`src/rtl/uart_tx_ctrl.sv`:
```
// -----------------------------------------------------------------------------
// uart_tx_ctrl
//   UART transmitter. Each frame carries one byte: a start bit (0), eight data
//   bits LSB first, an optional parity bit, and one or two stop bits (1). The
//   bit period comes from an internal divider of FREQ/BAUDRATE clk cycles.
//   Host logic hands over bytes with a valid/ready handshake.
//
//   Optional feature macro: UART_TX_PARITY_EN
//     When defined, a parity bit follows the data bits and the parity_odd
//     input is present (0 = even parity, 1 = odd parity).
//
// Ports
//   clk         system clock
//   rst         asynchronous, active-high reset
//   parity_odd  parity select (only with UART_TX_PARITY_EN)
//   tx_data     byte to send, sampled when tx_valid && tx_ready
//   tx_valid    host has a byte pending
//   tx_ready    block can accept a byte
//   tx          serial line, idle high
//   tx_busy     a frame is on the line
//   tx_done     one-cycle pulse at the end of the last stop bit
// -----------------------------------------------------------------------------
module uart_tx_ctrl #(
  parameter int unsigned BAUDRATE  = 19200,
  parameter int unsigned FREQ      = 50_000_000,
  parameter int unsigned STOP_BITS = 1
) (
  input  logic       clk,
  input  logic       rst,
`ifdef UART_TX_PARITY_EN
  input  logic       parity_odd,
`endif
  input  logic [7:0] tx_data,
  input  logic       tx_valid,
  output logic       tx_ready,
  output logic       tx,
  output logic       tx_busy,
  output logic       tx_done
);

  // A divide ratio below 1 would make no sense; clamp so the divider is legal.
  localparam int unsigned BIT_CYC = (FREQ / BAUDRATE > 0) ? FREQ / BAUDRATE : 1;
  localparam int unsigned DIV_W   = (BIT_CYC > 1) ? $clog2(BIT_CYC) : 1;
  localparam logic [DIV_W-1:0] DIV_MAX = DIV_W'(BIT_CYC - 1);
  // Any STOP_BITS value other than 2 gives a single stop bit.
  localparam bit TWO_STOP = (STOP_BITS == 2);

  typedef enum logic [2:0] {
    S_IDLE,
    S_START,
    S_DATA,
`ifdef UART_TX_PARITY_EN
    S_PARITY,
`endif
    S_STOP
  } state_t;

  state_t            state_q, state_d;
  logic [DIV_W-1:0]  div_q;
  logic [2:0]        idx_q, idx_d;
  logic              stop_q, stop_d;
  logic [7:0]        shreg_q, shreg_d;
  logic              tx_q, tx_d;
  logic              ready_q, ready_d;
  logic              busy_q, busy_d;
  logic              done_q, done_d;
  logic              bit_tick;
`ifdef UART_TX_PARITY_EN
  // The shift register is consumed during DATA, so parity needs its own copy.
  logic [7:0]        data_q, data_d;
`endif

  assign bit_tick = (state_q != S_IDLE) && (div_q == DIV_MAX);

  // Bit-period divider: parked at 0 in IDLE so every frame starts with a full
  // first bit, measured from the accept edge.
  always_ff @(posedge clk or posedge rst) begin
    if (rst) begin
      div_q <= '0;
    end else if (state_q == S_IDLE || bit_tick) begin
      div_q <= '0;
    end else begin
      div_q <= div_q + DIV_W'(1);
    end
  end

  // NOTE: clocked state uses non-blocking assignments so every register
  // samples the pre-edge values; blocking here would create ordering races.
  always_ff @(posedge clk or posedge rst) begin
    if (rst) begin
      state_q <= S_IDLE;
      idx_q   <= '0;
      stop_q  <= 1'b0;
      shreg_q <= '0;
      tx_q    <= 1'b1;
      ready_q <= 1'b1;
      busy_q  <= 1'b0;
      done_q  <= 1'b0;
`ifdef UART_TX_PARITY_EN
      data_q  <= '0;
`endif
    end else begin
      state_q <= state_d;
      idx_q   <= idx_d;
      stop_q  <= stop_d;
      shreg_q <= shreg_d;
      tx_q    <= tx_d;
      ready_q <= ready_d;
      busy_q  <= busy_d;
      done_q  <= done_d;
`ifdef UART_TX_PARITY_EN
      data_q  <= data_d;
`endif
    end
  end

  // Next-state logic. The line level is computed one step ahead so that tx
  // leaves a flop and never has a combinational path from tx_valid.
  always_comb begin
    // NOTE: every signal gets a default before the case; a path that skips an
    // assignment would otherwise infer a latch.
    state_d = state_q;
    idx_d   = idx_q;
    stop_d  = stop_q;
    shreg_d = shreg_q;
    tx_d    = tx_q;
    ready_d = ready_q;
    busy_d  = busy_q;
    done_d  = 1'b0;
`ifdef UART_TX_PARITY_EN
    data_d  = data_q;
`endif

    unique case (state_q)
      S_IDLE: begin
        tx_d    = 1'b1;
        ready_d = 1'b1;
        busy_d  = 1'b0;
        if (tx_valid && ready_q) begin
          shreg_d = tx_data;
`ifdef UART_TX_PARITY_EN
          data_d  = tx_data;
`endif
          idx_d   = '0;
          stop_d  = 1'b0;
          tx_d    = 1'b0;       // start bit goes out on the accept edge
          ready_d = 1'b0;
          busy_d  = 1'b1;
          state_d = S_START;
        end
      end

      S_START: begin
        if (bit_tick) begin
          idx_d   = '0;
          tx_d    = shreg_q[0];
          state_d = S_DATA;
        end
      end

      S_DATA: begin
        if (bit_tick) begin
          if (idx_q == 3'd7) begin
`ifdef UART_TX_PARITY_EN
            tx_d    = (^data_q) ^ parity_odd;
            state_d = S_PARITY;
`else
            tx_d    = 1'b1;
            stop_d  = 1'b0;
            state_d = S_STOP;
`endif
          end else begin
            // The bit after the current one sits at [1] before the shift.
            shreg_d = {1'b0, shreg_q[7:1]};
            idx_d   = idx_q + 3'd1;
            tx_d    = shreg_q[1];
          end
        end
      end

`ifdef UART_TX_PARITY_EN
      S_PARITY: begin
        if (bit_tick) begin
          tx_d    = 1'b1;
          stop_d  = 1'b0;
          state_d = S_STOP;
        end
      end
`endif

      S_STOP: begin
        if (bit_tick) begin
          if (!TWO_STOP || stop_q) begin
            tx_d    = 1'b1;
            done_d  = 1'b1;
            busy_d  = 1'b0;
            ready_d = 1'b1;
            state_d = S_IDLE;
          end else begin
            stop_d = 1'b1;
          end
        end
      end

      default: begin
        tx_d    = 1'b1;
        ready_d = 1'b1;
        busy_d  = 1'b0;
        state_d = S_IDLE;
      end
    endcase
  end

  assign tx       = tx_q;
  assign tx_ready = ready_q;
  assign tx_busy  = busy_q;
  assign tx_done  = done_q;

endmodule
```
`config.mk`:
```
export PLATFORM = sky130hd
export DESIGN_NAME = uart_tx_ctrl
export DESIGN_NICKNAME = d
export VERILOG_FILES = /design/src/rtl/uart_tx_ctrl.sv
export SDC_FILE = /design/constraint.sdc
export NUM_CORES = 1
export LEC_CHECK = 0
export CAP_MARGIN = 20
export CORE_MARGIN = 3
export CORE_UTILIZATION = 45
export CTS_BUF_LIST = sky130_fd_sc_hd__clkbuf_4 sky130_fd_sc_hd__clkbuf_8
export CTS_CLUSTER_DIAMETER = 150
export CTS_CLUSTER_SIZE = 14
export DETAILED_ROUTE_END_ITERATION = 10
export GPL_TIMING_DRIVEN = 0
export PLACE_DENSITY_LB_ADDON = 0.12
export REMOVE_ABC_BUFFERS = 1
export SLEW_MARGIN = 15
export SYNTH_ARGS = -nofsm -noshare
export SYNTH_HDL_FRONTEND = slang
export SYNTH_SLANG_ARGS = --single-unit
```
`constraint.sdc`:
```
create_clock -name clk -period 5.49 [get_ports clk]
set_input_delay 1.098 -clock clk [delete_from_list [all_inputs] [get_ports clk]]
set_output_delay 1.098 -clock clk [all_outputs]
set_load 0.02 [all_outputs]
```
==> impl_metrics.env <==
export IMPL_final_hold_worst_slack_ns=0.521
export IMPL_synth_area_top_cells="dfrtp_1 (44%), ha_1 (6.5%), o221a_2 (3.6%)"
export IMPL_reg2reg_from="state_q[0]"
export IMPL_final_period_utilization_pct=47.2
export IMPL_rsz0062_at_grt="false"
export IMPL_hold_path_cell_count=1
export IMPL_min_delay_path_class="reg -> reg"
export IMPL_synthDominantAreaCellType="dfrtp_1"
export IMPL_syn_area_per_cell_um2=10.5
export IMPL_number_of_global_route_vias_before_repair=1128
export IMPL_timing_critical_path_from="tx_ready"
export IMPL_postRouteAntennaNets=0
export IMPL_drc=0
export IMPL_nFillCells=296
export IMPL_synth_most_common_cell="dfrtp_1"
export IMPL_groute_usage_overall_pct=16.6
export IMPL_vertical_extent_of_the_die_um=64.6
export IMPL_worst_path_max_delay_cell="clkdlybuf4s50_1"
export IMPL_synth_top_cells_by_count="dfrtp_1 (27), nor2_1 (11), inv_1 (10)"
export IMPL_critical_path_reg2reg_endpoint="idx_q[0]"
export IMPL_outcome="finished clean"
export IMPL_grt_antenna_before_repair=0
export IMPL_yosysWarnings=0
export IMPL_post_synth_top_flop="dfrtp_1"
export IMPL_grt_overflow=0
export IMPL_drt_wirelength_per_cell_um=14.4
export IMPL_largest_net_degree_at_the_start_of_global_routing=19
export IMPL_crit_end="tx_ready"
export IMPL_fin_tns_setup_ns=0
export IMPL_antenna_cells=0
export IMPL_irDropWorstVdd_uv=149
export IMPL_clock_latency_on_the_worst_skew_pair_ns=0.33
export IMPL_clkSlewWorstSetupHoldPaths_ns=0.09
export IMPL_place_gp_congestion=0.773
export IMPL_multi_input_area_um2=763
export IMPL_cpPeakStageDelay_ns=0.61
export IMPL_synth_area_um2=1540
export IMPL_nNetsFinal=184
export IMPL_yosys_register_bits=29
export IMPL_post_dp_hpwl_um=2250
export IMPL_critical_path_max_fanout=4
export IMPL_core_area_um2=3150
export IMPL_power_per_cell_area_nw_per_um2=206
export IMPL_synthCells=147
export IMPL_clock_tree_htree_level_count=2
export IMPL_io_buffers=14
export IMPL_crit_path_start_kind="flip-flop"
export IMPL_drt_wl_total_um=3030
export IMPL_synthArstFlopShare_pct=100
export IMPL_cts_sinks=29
export IMPL_synth_top_cell_area_share_pct=43.8
export IMPL_worst_ep_arrival_time_ns=1.49
export IMPL_chain_of_cells_forming_the_critical_path="clkdlybuf4s50_1"
export IMPL_max_cap_violations=0
export IMPL_cts_root_buffer="clkbuf_4"
export IMPL_first_pass_drt_iterations=4
export IMPL_post_route_worst_setup_slack_ns=2.90
export IMPL_dp_cells=202
export IMPL_synth_distinct_cells=38
export IMPL_cts_post_setup_buffers_inserted=0
export IMPL_wire_length_of_the_first_global_routing_pass_um=5220
export IMPL_hold_buffers_post_cts=0
export IMPL_cts_resized_gates=0
export IMPL_crit_path_end_kind="output port"
export IMPL_drt_vias_per_instance=5.51
export IMPL_top_achievable_clock_speed_mhz=386
export IMPL_hold_viol_final=0
export IMPL_tritoncts_num_buffers=5
export IMPL_floorplan_row_count=20
export IMPL_design_area_um2=1820
export IMPL_ff2ff_setup_slack_ns=3.21
export IMPL_die_w_um=64.6
export IMPL_postPlaceCellArea_um2=1750
export IMPL_max_clock_path_buffers=2
export IMPL_ff2ff_path_depth=6
export IMPL_drive_above_1_share_pct=13.3
export IMPL_slew_violations=0
export IMPL_crit_type="reg -> out"
export IMPL_die_area_um2=4170
export IMPL_total_leakage_power_uw=0.000803
export IMPL_tritoncts_clock_tree="done"
export IMPL_ff_latch_area_um2=728
export IMPL_tightest_slew_ns=0.551
export IMPL_syn_to_final_growth_pct=18.0
export IMPL_initial_standard_cell_utilization_of_the_core_pct=49.0
export IMPL_ios=15
export IMPL_sum_of_buffers_and_inverters_on_the_critical_path=1
export IMPL_min_period_ns=2.59
export IMPL_number_of_logic_stages_on_the_critical_path_including_buffering=1
export IMPL_final_setup_viol_count=0
export IMPL_vias=1157
export IMPL_cp_data_required_time_ns=4.39
export IMPL_worst_path_dominant_cell_family="buffers and inverters"
export IMPL_synth_seq_area_share_pct=47.2
export IMPL_clock_skew_ns=0.00677
export IMPL_timing_max_slew_rel_slack_pct=63.2
export IMPL_starting_drt_drc_count=75
export IMPL_number_of_standard_cells_in_the_final_layout_excluding_fillers=210
export IMPL_dpl_worst_slack_ns=2.74
export IMPL_number_of_enable_flip_flop_cells_after_synthesis=0
-- worst min-delay path by stage --
| stage | startpoint | to | slack [ns] |
|---|---|---|---|
| 2_1_floorplan | shreg_q[0] | shreg_q[0] | 0.47 |
| 3_3_place_gp | div_q[0] | div_q[0] | 0.50 |
| 3_5_place_dp | idx_q[2] | idx_q[2] | 0.50 |
| 4_1_cts | idx_q[2] | idx_q[2] | 0.53 |
| 5_1_grt | idx_q[1] | idx_q[1] | 0.54 |
| 6_report | idx_q[2] | idx_q[2] | 0.52 |
-- logic make-up (layout without fill, tap and decap cells) --
group                    Yosys count  count (layout)  synth area share (%)
AND/OR/NAND/NOR                   49              49                  18.4
AO/OA/AOI/OAI                     37              37                  18.2
flip-flops                        29              29                  47.2
buffers and inverters             14              33                  3.40
adder cells (fa/ha/maj)            8               8                  6.48
XOR/XNOR                           7               7                  3.97
multiplexers                       3               3                  2.35
-- registers in the layout, indices dropped and copies added, names as in the netlist --
register and count:
div_q 12, tx_done 1, idx_q 3, state_q 2, tx 1, tx_busy 1
shreg_q 8, tx_ready 1
-- through the flow --
stage / util, % / power, uW
5_1_grt: 57.8 / 395
6_report: 57.8 / 376
3_5_place_dp: 55.6 / 232
3_3_place_gp: 54.7 / 230
4_1_cts: 57.8 / 380
2_1_floorplan: - / 221
-- layout by cell type, fill, tap and decap left out, types with 6 or more instances in the layout --
cell             instances
o22ai_1                  6
nand2b_1                 6
dfrtp_1                 27
nor3_1                   6
inv_1                   10
nand3_1                  6
clkdlybuf4s50_1         14
ha_1                     8
nor2_1                  11
a22o_1                   6
-- layer usage --
layer	vias up	GRT usage, %	share of wire [%]
met3	5	3.81	4.3
li1	576	-	-
met2	21	25.4	45
met1	555	21.9	49
met4	0	8.71	1.6
met5	-	0	0
-- final cells by class --
class | count | share of cell area, %
sequential | 29 | 40.0
tap | 44 | 3.02
timing repair buffer | 15 | 9.20
inverter | 10 | 2.06
clock buffer | 7 | 3.57
clock inverter | 1 | 0.275
multi-input combinational | 104 | 41.9
-- where the power goes --
group          leakage [uW]  total [uW]  internal, uW  switching [uW]
Clock             0.0000413         148          74.1            74.2
Sequential         0.000368         213           213               0
Combinational      0.000394        14.2          8.43            5.74
Total              0.000803         376           296            79.9
(Power assumes the default switching activity.)
==> variant 1, RTL diff (same flow settings) <==
Set the parameter `BAUDRATE` to 9600 (it was 19200).
--- a/src/rtl/uart_tx_ctrl.sv
+++ b/src/rtl/uart_tx_ctrl.sv
@@ -21,7 +21,7 @@
 //   tx_done     one-cycle pulse at the end of the last stop bit
 // -----------------------------------------------------------------------------
 module uart_tx_ctrl #(
-  parameter int unsigned BAUDRATE  = 19200,
+  parameter int unsigned BAUDRATE  = 9600,
   parameter int unsigned FREQ      = 50_000_000,
   parameter int unsigned STOP_BITS = 1
 ) (
Behaviour: no difference found for any inputs over 10 cycles, from zero or initial values and one cycle with rst high; that may be too few to reach the edited logic, so the function may still have changed.
==> variant 1 against the original RTL <==
- utilization is 2.8 points lower
- design area is 2.3% higher
- synthesized area is 3.9% higher
- via count is 3.5% higher
- critical path depth stayed put
- largest cell class unchanged
- first-iteration DRC count is 28% lower
- non-clock buffer count stayed put
- sequential cell count is 1 higher
- sequential power is 4% higher
- total power is 0.50% lower
- setup slack worse by 0.0062 ns
- synthesized cell count is 4.8% higher
- routed wire length is 8.5% higher
==> variant 1: results (changes against the original RTL) <==
Yosys
  – Commonest cells post-synth: dfrtp_1 (28), nor2_1 (19), inv_1 (12), xnor2_1 (9), ha_1 (8)
  – Count of cell types in the netlist: 42 (+11%)
  – Syn avg cell area: 10.42 sq um (-0.83%)
  – Top cells by area, synth: dfrtp_1 (44%), ha_1 (6.2%), xnor2_1 (4.9%), nor2_1 (4.4%), dfstp_2 (3.3%)
  – Register area share after synthesis: 0.4696 (-0.002058)

Placed design
  – Dpl cell area: 1800 sq um (+2.8%)
  – Gpl congestion: 0.8028 (+3.8%)
  – Setup slack at placement: 2.807 ns (+0.06458 ns)
  – Hpwl dp: 2416 um (+7.3%)
  – DP Cell Count: 211 (+4.5%)

Global routing
  – Largest net degree at the start of global routing: 21 (+2)
  – Vias in the first global route: 1345 (+19%)
  – First-pass GRT wire length: 6120 um (+17%)
  – Gr usage total: 0.1855 (+0.01931)

Detailed routing
  – DR WL/cell: 15.00 um (+4.0%)
  – Final wirelength: 3284 um (+8.5%)
  – Routed via count: 1197 (+3.5%)
  – Initial drt markers: 54 (-28%)
  – 1st-pass router iterations: 5 (+1)

Pwr
  – P_leak: 0.7773 nW (-3.2%)

Worst setup path
  – Cells on worst reg2reg path: 4 (-2)
  – Reg-to-reg startpoint: div_q[9]
  – Slowest-stage cell, CP: clkdlybuf4s50_1
  – Worst R2R Setup Slack: 3.33 ns (+0.12 ns)
  – R2R Path End: shreg_q[3]

Outcome
  – Status: finished, final reports clean

Finish
  – Layout net count: 191 (+3.8%)
  – Regs by FF count: div_q: 13 flops, shreg_q: 8 flops, idx_q: 3 flops

Min path
  – HP Start: div_q[0]
  – Hold Path End: div_q[0]

Timing
  – Worst-margin pin slew: 0.7146 ns (+0.1636 ns)
  – Clock skew: 0.01258 ns (+0.005809 ns)

Clocking
  – Clock transition at the registers of the reported paths: 0.09 ns (about the same)
==> variant 1: cells by family (layout without fill, tap and decap cells) <==
family	Yosys count	count (layout)	synth area share
AND/OR/NAND/NOR	60	60	0.2090
flip-flops	30	30	0.4696
AO/OA/AOI/OAI	27	27	0.1474
buffers and inverters	16	35	0.03822
XOR/XNOR	11	11	0.06007
adder cells (fa/ha/maj)	8	8	0.06240
multiplexers	2	2	0.01326
==> variant 1: final cells by class <==
type	instances	area, sq um
clock buffer	6	51.30
clock inverter	2	12.51
fill	279	1525
inverter	12	45.04
multi-input combinational	108	789.5
sequential	30	753.2
tap	46	57.56
timing repair buffer	15	155.1
==> variant 1: how the worst max path moves through the flow <==
stage,to,slack [ns]
floorplan,shreg_q[2],3.52
global placement,shreg_q[3],2.85
detailed placement,shreg_q[3],2.81
CTS,tx_ready,2.88
global route,tx_ready,2.85
finish,tx_ready,2.90
==> variant 1: metrics by stage <==
stage / hold WS (ns) / utilization
2_1_floorplan: 0.4757 / -
3_3_place_gp: 0.4989 / 0.5268
3_5_place_dp: 0.5032 / 0.5312
4_1_cts: 0.5166 / 0.5500
5_1_grt: 0.5586 / 0.5500
6_report: 0.5148 / 0.5500
==> variant 1: report_power, final <==
| group | total, mW | switching [mW] | leakage, nW | internal (mW) |
|---|---|---|---|---|
| sequential | 0.221 | 0 | 0.371 | 0.221 |
| combinational | 0.0127 | 0.00547 | 0.372 | 0.00721 |
| clock | 0.141 | 0.0791 | 0.0343 | 0.0615 |
| total | 0.374 | 0.0845 | 0.777 | 0.290 |
==> variant 1: per-layer routing <==
metal,global-route usage,part of all wire
met1,0.2015,0.42
met2,0.3329,0.52
met3,0.04957,0.040
met4,0.08290,0.018
met5,0,0
==> variant 2, RTL diff (same settings) <==
Made on the original files. Take the reset off `shreg_q` and load it in a clocked block of its own.
--- a/src/rtl/uart_tx_ctrl.sv
+++ b/src/rtl/uart_tx_ctrl.sv
@@ -91,7 +91,6 @@
       state_q <= S_IDLE;
       idx_q   <= '0;
       stop_q  <= 1'b0;
-      shreg_q <= '0;
       tx_q    <= 1'b1;
       ready_q <= 1'b1;
       busy_q  <= 1'b0;
@@ -103,7 +102,6 @@
       state_q <= state_d;
       idx_q   <= idx_d;
       stop_q  <= stop_d;
-      shreg_q <= shreg_d;
       tx_q    <= tx_d;
       ready_q <= ready_d;
       busy_q  <= busy_d;
@@ -112,6 +110,10 @@
       data_q  <= data_d;
 `endif
     end
+  end
+
+  always_ff @(posedge clk) begin
+    shreg_q <= shreg_d;
   end
 
   // Next-state logic. The line level is computed one step ahead so that tx
Behaviour: same outputs for any inputs over 10 cycles, from zero or initial values and one cycle with rst high; that may be too few to reach the edited logic, so the function may still have changed.
==> variant 2 against the original RTL <==
- setup slack worse by 0.0064 ns
- design area is 1.8% higher
- sequential share of layout area is 1.5 points higher
- count of clock-buffer cells in the layout is 1 lower
- clock power is 19% higher
- non-clock buffer count is 1 lower
- total power is 9.1% higher
- critical path depth stayed put
- synthesized cell count is 3.4% lower
- combinational power is 12% lower
- largest cell class unchanged
- synthesized area is 4.1% higher
- sequential cell count stayed put
- routed wire length is 11% lower
==> variant 2: results (changes against the original RTL) <==
Global routing
  – Largest net degree at the start of global routing: 22 (+3)
  – Global Route met1 Usage: 0.1800 (-0.03900)
  – Initial antenna violation count: 0 (unchanged)
  – First-pass GRT wire length: 4981 um (-4.6%)
  – Gr usage total: 0.1542 (-0.01197)
  – GR Layer Usage met3: 0.04592 (+0.007790)
  – GR Layer Usage met2: 0.2553 (+0.001453)

Worst setup path
  – CP peak stage delay: 0.60 ns
  – Worst R2R Setup Slack: 3.10 ns (-0.11 ns)
  – Critical path's top delay family: buffers and inverters
  – CP Launch Point: tx_ready
  – Crit Path Max Fanout: 4 (unchanged)
  – R2R Path End: shreg_q[7]
  – Worst Path Arrival: 1.50 ns
  – Cells on worst reg2reg path: 5 (-1)

Finish
  – Sequential Area: 768.2 sq um (+5.5%)
  – Layout net count: 178 (-3.3%)
  – Fillers: 302 (+2.0%)
  – Ant diodes: 0 (unchanged)
  – Share of layout cells above drive strength 1: 0.1813 (+0.04872)

Timing
  – Clock skew: 0.01657 ns (+0.009801 ns)
  – Hold WS: 0.4903 ns (-0.03034 ns)
  – Slew HR: 0.4668 (-0.1655)
  – Setup TNS: 0 ns (unchanged)
  – Slack of the critical path: 2.895 ns (-0.006360 ns)

Yosys
  – Count of cell types in the netlist: 46 (+21%)
  – Synth Area in Adders: 0.06226 (-0.002573)
  – Ys async rst share: 0.7241 (-0.2759)
  – Commonest cells post-synth: dfrtp_1 (19), nor2_1 (18), edfxtp_1 (8), ha_1 (8)
  – Post-synth EDFFs: 8 (+8)
  – Syn avg cell area: 11.32 sq um (+7.8%)
  – Top cells by area, synth: dfrtp_1 (30%), edfxtp_1 (15%), ha_1 (6.2%), mux2_2 (4.9%), nor2_1 (4.2%)
  – Compound-cell area share of the yosys netlist: 0.08949 (-0.09284)
  – Post-Synth XOR/XNOR Area: 0.05447 (+0.01477)
  – Register area share after synthesis: 0.4778 (+0.006184)
  – Mux share of post-synthesis cell area: 0.06459 (+0.04109)

Clocking
  – Clock transition at the registers of the reported paths: 0.10 ns
  – Post-CTS sizing: 0 (unchanged)

Outcome
  – Status: finished, final reports clean

Pwr
  – Clk pwr share: 0.429 (+0.035)
  – Max VDD drop: 0.1230 mV (-17%)
  – Comb power: 0.0125 mW (-12%)
  – Net load switching power: 0.07997 mW (about the same)
  – P_leak: 0.7344 nW (-8.5%)
  – Int Power: 0.3302 mW (+12%)

Detailed routing
  – DR WL/cell: 13.14 um (-8.9%)
  – Routed via count: 1107 (-4.3%)
  – DRC viols: 0 (unchanged)
  – Initial drt markers: 74 (-1.3%)
  – Number of vias per cell: 5.374 (-2.5%)

Min path
  – HP Start: div_q[0]
  – Hold Path End: div_q[0]
  – Hold Path Stages: 1 (unchanged)

Placed design
  – Hpwl dp: 1991 um (-12%)
  – Dpl cell area: 1774 sq um (+1.3%)
  – DP Cell Count: 198 (-2.0%)
  – Setup slack at placement: 2.811 ns (+0.06858 ns)
  – Gpl congestion: 0.8290 (+7.2%)
## variant 2: changes by cell type after synthesis, moves of 6 or more
cell      unedited run  this run
nor2_1              11        18
o22ai_1              6         0
edfxtp_1             0         8
dfrtp_1             27        19
mux2_2               0         7
a22o_1               6         0
## variant 2: layout make-up
class | instances | share of cell area
clock inverter | 2 | 0.01889
multi-input combinational | 102 | 0.4217
timing repair buffer | 14 | 0.07557
tap | 46 | 0.03104
inverter | 7 | 0.01417
clock buffer | 6 | 0.02429
sequential | 29 | 0.4143
## variant 2: metal layers
layer / wire length, um / part of all wire
met1: 1232 / 0.46
met2: 1325 / 0.49
met3: 83 / 0.031
met4: 65 / 0.024
met5: 0 / 0
## variant 2: cell families after synthesis
kind of cell | after synthesis
buffers and inverters | 11
flip-flops | 29
multiplexers | 9
AND/OR/NAND/NOR | 56
XOR/XNOR | 10
AO/OA/AOI/OAI | 19
adder cells (fa/ha/maj) | 8
